<file path="src/rtl/mem_access_ctrl_if.sv">
// Bus bundle between the pipeline, the memory access controller and the data memory.
// The controller connects through the slave modport; the pipeline/memory side uses master.
interface mem_access_ctrl_if;
    logic        req_valid;
    logic        req_rw;
    logic [31:0] req_addr;
    logic [31:0] req_wdata;
    logic        stall;
    logic        resp_valid;
    logic [31:0] resp_rdata;
    logic        err;
    logic        mem_valid;
    logic        mem_rw;
    logic [31:0] mem_addr;
    logic [31:0] mem_wr_data;
    logic [31:0] mem_rd_data;
    logic        mem_ready;

    modport slave (
        input  req_valid, req_rw, req_addr, req_wdata, mem_rd_data, mem_ready,
        output stall, resp_valid, resp_rdata, err,
        mem_valid, mem_rw, mem_addr, mem_wr_data
    );

    modport master (
        output req_valid, req_rw, req_addr, req_wdata, mem_rd_data, mem_ready,
        input  stall, resp_valid, resp_rdata, err,
        mem_valid, mem_rw, mem_addr, mem_wr_data
    );
endinterface

</file>
<file path="src/rtl/mem_access_ctrl.sv">
// Load/store controller between the pipeline and a handshaked data memory.
// Optional request timeout enabled by defining MEM_TIMEOUT_EN.
//
// state | meaning
// IDLE  | waiting for req_valid; accepts or rejects a request
// REQ   | mem_valid held with stable mem_* until mem_ready (or timeout)
// DONE  | resp_valid high for one cycle, then back to IDLE
module mem_access_ctrl #(
    parameter int ADDR_LIMIT     = 4112,
    parameter int TIMEOUT_CYCLES = 16
) (
    input logic              clk,
    input logic              rst,
    mem_access_ctrl_if.slave bus
);

    localparam logic [31:0] LIMIT = 32'(ADDR_LIMIT);

    if (TIMEOUT_CYCLES < 1) begin : g_bad_timeout
        $error("TIMEOUT_CYCLES must be at least 1");
    end

    typedef enum logic [1:0] {IDLE, REQ, DONE} state_t;

    state_t      state;
    state_t      state_nxt;
    logic        accept;
    logic        reject;
    logic        mem_done;
    logic        timeout;
    logic        mem_valid_d;
    logic        mem_rw_d;
    logic [31:0] mem_addr_d;
    logic [31:0] mem_wr_data_d;
    logic        resp_valid_d;
    logic [31:0] resp_rdata_d;
    logic        err_d;

    always_comb begin
        accept   = (state == IDLE) && bus.req_valid && (bus.req_addr < LIMIT);
        reject   = (state == IDLE) && bus.req_valid && !(bus.req_addr < LIMIT);
        mem_done = (state == REQ) && bus.mem_ready;
    end

`ifdef MEM_TIMEOUT_EN
    localparam int TW = $clog2(TIMEOUT_CYCLES + 1);

    logic [TW-1:0] req_cnt;

    always_ff @(posedge clk or posedge rst) begin
        if (rst) begin
            req_cnt <= '0;
        end else if (accept) begin
            req_cnt <= '0;
        end else if (state == REQ) begin
            req_cnt <= req_cnt + 1'b1;
        end
    end

    // Abort at the end of the TIMEOUT_CYCLES-th REQ cycle; a ready in that same cycle still wins.
    assign timeout = (state == REQ) && !bus.mem_ready && (req_cnt == TW'(TIMEOUT_CYCLES - 1));
`else
    assign timeout = 1'b0;
`endif

    always_ff @(posedge clk or posedge rst) begin
        if (rst) begin
            state           <= IDLE;
            bus.mem_valid   <= 1'b0;
            bus.mem_rw      <= 1'b0;
            bus.mem_addr    <= '0;
            bus.mem_wr_data <= '0;
            bus.resp_valid  <= 1'b0;
            bus.resp_rdata  <= '0;
            bus.err         <= 1'b0;
        end else begin
            state           <= state_nxt;
            bus.mem_valid   <= mem_valid_d;
            bus.mem_rw      <= mem_rw_d;
            bus.mem_addr    <= mem_addr_d;
            bus.mem_wr_data <= mem_wr_data_d;
            bus.resp_valid  <= resp_valid_d;
            bus.resp_rdata  <= resp_rdata_d;
            bus.err         <= err_d;
        end
    end

    always_comb begin
        state_nxt = state;
        case (state)
            IDLE:    if (accept) state_nxt = REQ;
                     else if (reject) state_nxt = DONE;
            REQ:     if (mem_done || timeout) state_nxt = DONE;
            DONE:    state_nxt = IDLE;
            default: state_nxt = IDLE;
        endcase
    end

    always_comb begin
        mem_valid_d   = bus.mem_valid;
        mem_rw_d      = bus.mem_rw;
        mem_addr_d    = bus.mem_addr;
        mem_wr_data_d = bus.mem_wr_data;
        resp_valid_d  = 1'b0;
        resp_rdata_d  = bus.resp_rdata;
        err_d         = 1'b0;
        case (state)
            IDLE: begin
                if (accept) begin
                    mem_valid_d   = 1'b1;
                    mem_rw_d      = bus.req_rw;
                    mem_addr_d    = bus.req_addr;
                    mem_wr_data_d = bus.req_wdata;
                end else if (reject) begin
                    resp_valid_d = 1'b1;
                    resp_rdata_d = '0;
                    err_d        = 1'b1;
                end
            end
            REQ: begin
                if (mem_done) begin
                    mem_valid_d  = 1'b0;
                    resp_valid_d = 1'b1;
                    if (!bus.mem_rw) resp_rdata_d = bus.mem_rd_data;
                end else if (timeout) begin
                    mem_valid_d  = 1'b0;
                    resp_valid_d = 1'b1;
                    resp_rdata_d = '0;
                    err_d        = 1'b1;
                end
            end
            default: ;
        endcase
    end

    // Reset forces stall low even if the pipeline keeps req_valid asserted.
    assign bus.stall = !rst && (((state == IDLE) && bus.req_valid) || (state == REQ));

endmodule

</file>
<file path="src/flat_wrapper.sv">
// flat-port wrapper written by rule: the top's interface ports become plain ports
module mem_access_ctrl_flat 
#(
    parameter int ADDR_LIMIT     = 4112,
    parameter int TIMEOUT_CYCLES = 16
)
  (clk, rst, bus_req_valid, bus_req_rw, bus_req_addr, bus_req_wdata, bus_mem_rd_data, bus_mem_ready, bus_stall, bus_resp_valid, bus_resp_rdata, bus_err, bus_mem_valid, bus_mem_rw, bus_mem_addr, bus_mem_wr_data);
  mem_access_ctrl_if bus_i ();
  input logic clk;
  input logic rst;
  input wire logic [$bits(bus_i.req_valid)-1:0] bus_req_valid;
  input wire logic [$bits(bus_i.req_rw)-1:0] bus_req_rw;
  input wire logic [$bits(bus_i.req_addr)-1:0] bus_req_addr;
  input wire logic [$bits(bus_i.req_wdata)-1:0] bus_req_wdata;
  input wire logic [$bits(bus_i.mem_rd_data)-1:0] bus_mem_rd_data;
  input wire logic [$bits(bus_i.mem_ready)-1:0] bus_mem_ready;
  output wire logic [$bits(bus_i.stall)-1:0] bus_stall;
  output wire logic [$bits(bus_i.resp_valid)-1:0] bus_resp_valid;
  output wire logic [$bits(bus_i.resp_rdata)-1:0] bus_resp_rdata;
  output wire logic [$bits(bus_i.err)-1:0] bus_err;
  output wire logic [$bits(bus_i.mem_valid)-1:0] bus_mem_valid;
  output wire logic [$bits(bus_i.mem_rw)-1:0] bus_mem_rw;
  output wire logic [$bits(bus_i.mem_addr)-1:0] bus_mem_addr;
  output wire logic [$bits(bus_i.mem_wr_data)-1:0] bus_mem_wr_data;
  assign bus_i.req_valid = bus_req_valid;
  assign bus_i.req_rw = bus_req_rw;
  assign bus_i.req_addr = bus_req_addr;
  assign bus_i.req_wdata = bus_req_wdata;
  assign bus_i.mem_rd_data = bus_mem_rd_data;
  assign bus_i.mem_ready = bus_mem_ready;
  assign bus_stall = bus_i.stall;
  assign bus_resp_valid = bus_i.resp_valid;
  assign bus_resp_rdata = bus_i.resp_rdata;
  assign bus_err = bus_i.err;
  assign bus_mem_valid = bus_i.mem_valid;
  assign bus_mem_rw = bus_i.mem_rw;
  assign bus_mem_addr = bus_i.mem_addr;
  assign bus_mem_wr_data = bus_i.mem_wr_data;
  mem_access_ctrl #(.ADDR_LIMIT(ADDR_LIMIT), .TIMEOUT_CYCLES(TIMEOUT_CYCLES)) u_core (.clk(clk), .rst(rst), .bus(bus_i));
endmodule
</file>
<file path="config.mk">
export PLATFORM = sky130hd
export DESIGN_NAME = mem_access_ctrl_flat
export DESIGN_NICKNAME = d
export VERILOG_FILES = /design/src/rtl/mem_access_ctrl_if.sv /design/src/rtl/mem_access_ctrl.sv /design/src/flat_wrapper.sv
export SDC_FILE = /design/constraint.sdc
export NUM_CORES = 1
export LEC_CHECK = 0
export ABC_AREA = 1
export BUFFER_PORTS_ARGS = -buffer_cell sky130_fd_sc_hd__buf_2
export CAP_MARGIN = 20
export CORE_ASPECT_RATIO = 2
export CORE_MARGIN = 2
export CORE_UTILIZATION = 42
export CTS_CLUSTER_SIZE = 30
export DETAILED_ROUTE_END_ITERATION = 16
export HOLD_SLACK_MARGIN = 0.03
export PLACE_DENSITY = 0.76
export SLEW_MARGIN = 20
export SYNTH_ARGS = -nofsm -noshare
export SYNTH_HDL_FRONTEND = slang
export SYNTH_SLANG_ARGS = --single-unit
</file>
<file path="constraint.sdc">
create_clock -name clk -period 3.8 [get_ports clk]
set_clock_uncertainty 0.05 [all_clocks]
set_input_delay 0.95 -clock clk [delete_from_list [all_inputs] [get_ports clk]]
set_output_delay 0.95 -clock clk [all_outputs]
set_load 0.05 [all_outputs]
</file>
==> impl_metrics.csv <==
group,metric,value,unit
cts,cts-root-buf,"clkbuf_16",
placed_design,place_congestion,0.8207,
global_route,met3_usage,0.06280,
cts,cts_buffer_depth,2,
sta,worst_pin_slew,529.9,ps
logic_synthesis,yosys.area_share.simple,0.2128,
drt,drcViolationCount,0,
global_route,grt_pass1_vias,3503,
placed_design,portBuffers,201,
sta,timing.final.hold_violations,0,
placed_design,place_inst,823,
sta,maxSlewViolCount,0,
global_route,overflow,0,
cells_and_area,final_nets,800,
cts,cts.sinks,102,
cts,holdBufCountCts,0,
logic_synthesis,postSynthAreaPerCell,8.383,um2
sta,fin_ws,1266,ps
logic_synthesis,synth_cell_types,20,
sta,setup_viol_count_final,0,
die,core-area,9955,um2
global_route,grt_util_met2,0.2803,
logic_synthesis,seq_area_frac_synth,0.6005,
critical_path,worstPathMaxFanout,2,
outcome,status,"finished clean",
die,rows,52,
sta,fin_crit_sh,0.6669,
die,die_w,75.14,um
cts,cts_repair_resize_count,0,
logic_synthesis,synth_compound_area_frac,0.06300,
drt,wl_per_cell,12.15,um
min_path,hp-class,"reg -> reg",
die,ioPinCount,202,
logic_synthesis,synth_fa_ha_area_frac,0,
sta,max_slew_margin,0.6463,
logic_synthesis,synth_top_family_by_area,"simple AND/OR/NAND/NOR gates",
die,die_h,146.3,um
pwr,ir_worst_vdd,0.2730,mV
pwr,leakage,0.003711,uW
cells_and_area,final_cell_count_no_fill,838,
cells_and_area,area_growth,33.50,%
global_route,busiest_layer,"met2",
drt,drt_iter0_markers,206,
logic_synthesis,netlist_area,4250,um2
global_route,grt_max_degree,65,
global_route,track_usage,0.1890,
logic_synthesis,yosysWarnings,0,
placed_design,place_ws,1063,ps
sta,max_freq,394.6,MHz
critical_path,worstPathArrival,1530,ps
logic_synthesis,yosys-mux-area-fraction,0,
drt,ant_nets,0,
critical_path,worst_ep_required_time,2800,ps
global_route,antenna_found_initial,0,
cts,clkLatencyLatePin,340,ps
drt,drt_pass1_iterations,4,
logic_synthesis,synthCells,507,
critical_path,worst_setup_path_start_kind,"input port",
die,start_util,0.4270,
pwr,p_per_area,391.4,nW/um2
global_route,use_met1,0.2564,
logic_synthesis,synth_xor_area_frac,0,
logic_synthesis,syn_nets,608,
drt,routed_wl,10.18,mm
global_route,grt_first_pass_wirelength,16.03,mm
sta,layout_min_cycle_time,2534,ps
sta,tns,0,ps
placed_design,post-dp-hpwl,7.351,mm
cts,htreeDepth,3,
drt,vias,3788,
cells_and_area,drive_above_1_share,0.3229,
cts,path_clk_slew,60,ps
cts,numCtsBuffers,9,
flow_run,drv_cap,0,
pwr,finalPower,2221,uW
cells_and_area,antennaDiodeCount,0,
drt,via_per_inst,4.520,
logic_synthesis,ys_ff_latch,102,
cts,cts_tree,"done",
die,dieArea,10990,um2
critical_path,crit_path_end_kind,"output port",
cts,post_cts_buffers,0,
critical_path,critPathKind,"in -> out",
sta,grt_setup_unrepaired,"no",
## through the flow
stage,hold slack (ps),utilization,area (um2)
after floorplan,610.2,-,4250
after global placement,394.2,0.5375,5350
after detailed placement,400.3,0.5375,5350
after CTS,416.7,0.5700,5674
after global routing,428.0,0.5700,5674
final,414.3,0.5700,5674
## registers in the layout (all words and copies together), names as in the netlist
signal / count
u_core.bus.mem_wr_data: 32
u_core.bus.mem_valid: 1
u_core.bus.resp_rdata: 32
u_core.bus.resp_valid: 1
u_core.state: 2
u_core.bus.err: 1
u_core.bus.mem_rw: 1
u_core.bus.mem_addr: 32
## layout by cell type (no fill, tap or decap), types with 2 or more instances in the layout
master     Yosys  routed
o21ai_0       40      40
nand2_2        2       2
nand3_1       34      34
nand2_1      136     136
buf_2         14     201
inv_1        103     102
dfrtp_1      102     102
clkbuf_16      0       9
nor2_1        46      46
bufinv_16      0       2
o21ai_1       11      11
buf_4          0       4
clkbuf_8       0       2
## final timing paths
check	startpoint	end	slack, ps	cells after the start
max in group asynchronous	rst	u_core.bus.mem_wr_data[28]	2390	3
max	bus_req_valid	bus_stall	1270	4
min reg2reg	u_core.bus.mem_addr[22]	u_core.bus.mem_addr[22]	410	2
min	u_core.bus.mem_addr[22]	u_core.bus.mem_addr[22]	410	2
max reg2reg	u_core.state[0]	u_core.bus.resp_rdata[16]	1590	10
min in group asynchronous	rst	u_core.bus.mem_rw	610	2
## cell usage after synthesis
cell type,number,share of area
o21ai_0,40,0.047
nand2_1,136,0.12
a21oi_1,1,0.0012
nand4_1,1,0.0015
dfrtp_1,102,0.60
a211oi_1,1,0.0018
nand3_2,1,0.0024
clkbuf_2,1,0.0012
o21ai_1,11,0.013
nor3_1,1,0.0012
buf_6,3,0.0079
nor2_1,46,0.041
nand3_1,34,0.040
inv_1,103,0.091
nand2_2,2,0.0029
inv_2,1,0.00088
nand2_4,1,0.0026
buf_2,14,0.016
clkbuf_1,7,0.0062
nor2_2,1,0.0015
## cells by family after synthesis
kind of cell    Yosys count
buf+inv                 129
compound gates           53
flops                   102
simple gates            223
## worst max-delay path, stage by stage
cell     delay, ps
buf_2           70
nand2_1         80
a21oi_1        160
buf_2          280
## power by group
| part | switching, uW | leakage (uW) | internal, uW |
|---|---|---|---|
| Sequential | 1.22 | 0.00142 | 1090 |
| Clock | 379 | 0.000155 | 610 |
| Combinational | 90.2 | 0.00213 | 53.1 |
| Total | 470 | 0.00371 | 1750 |
## layer usage
layer	wire (um)	vias up
li1	-	1888
met1	4272	1690
met2	4526	196
met3	1200	14
met4	182	0
met5	0	-
## final cells by class
cell class	count	area [um2]
clock inverter	3	67.56
clock buffer	12	256.5
tap	135	168.9
inverter	104	392.9
timing repair buffer	206	1056
multi-input combinational	276	1180
fill	911	4280
sequential	102	2552
(Power assumes the default switching activity.)
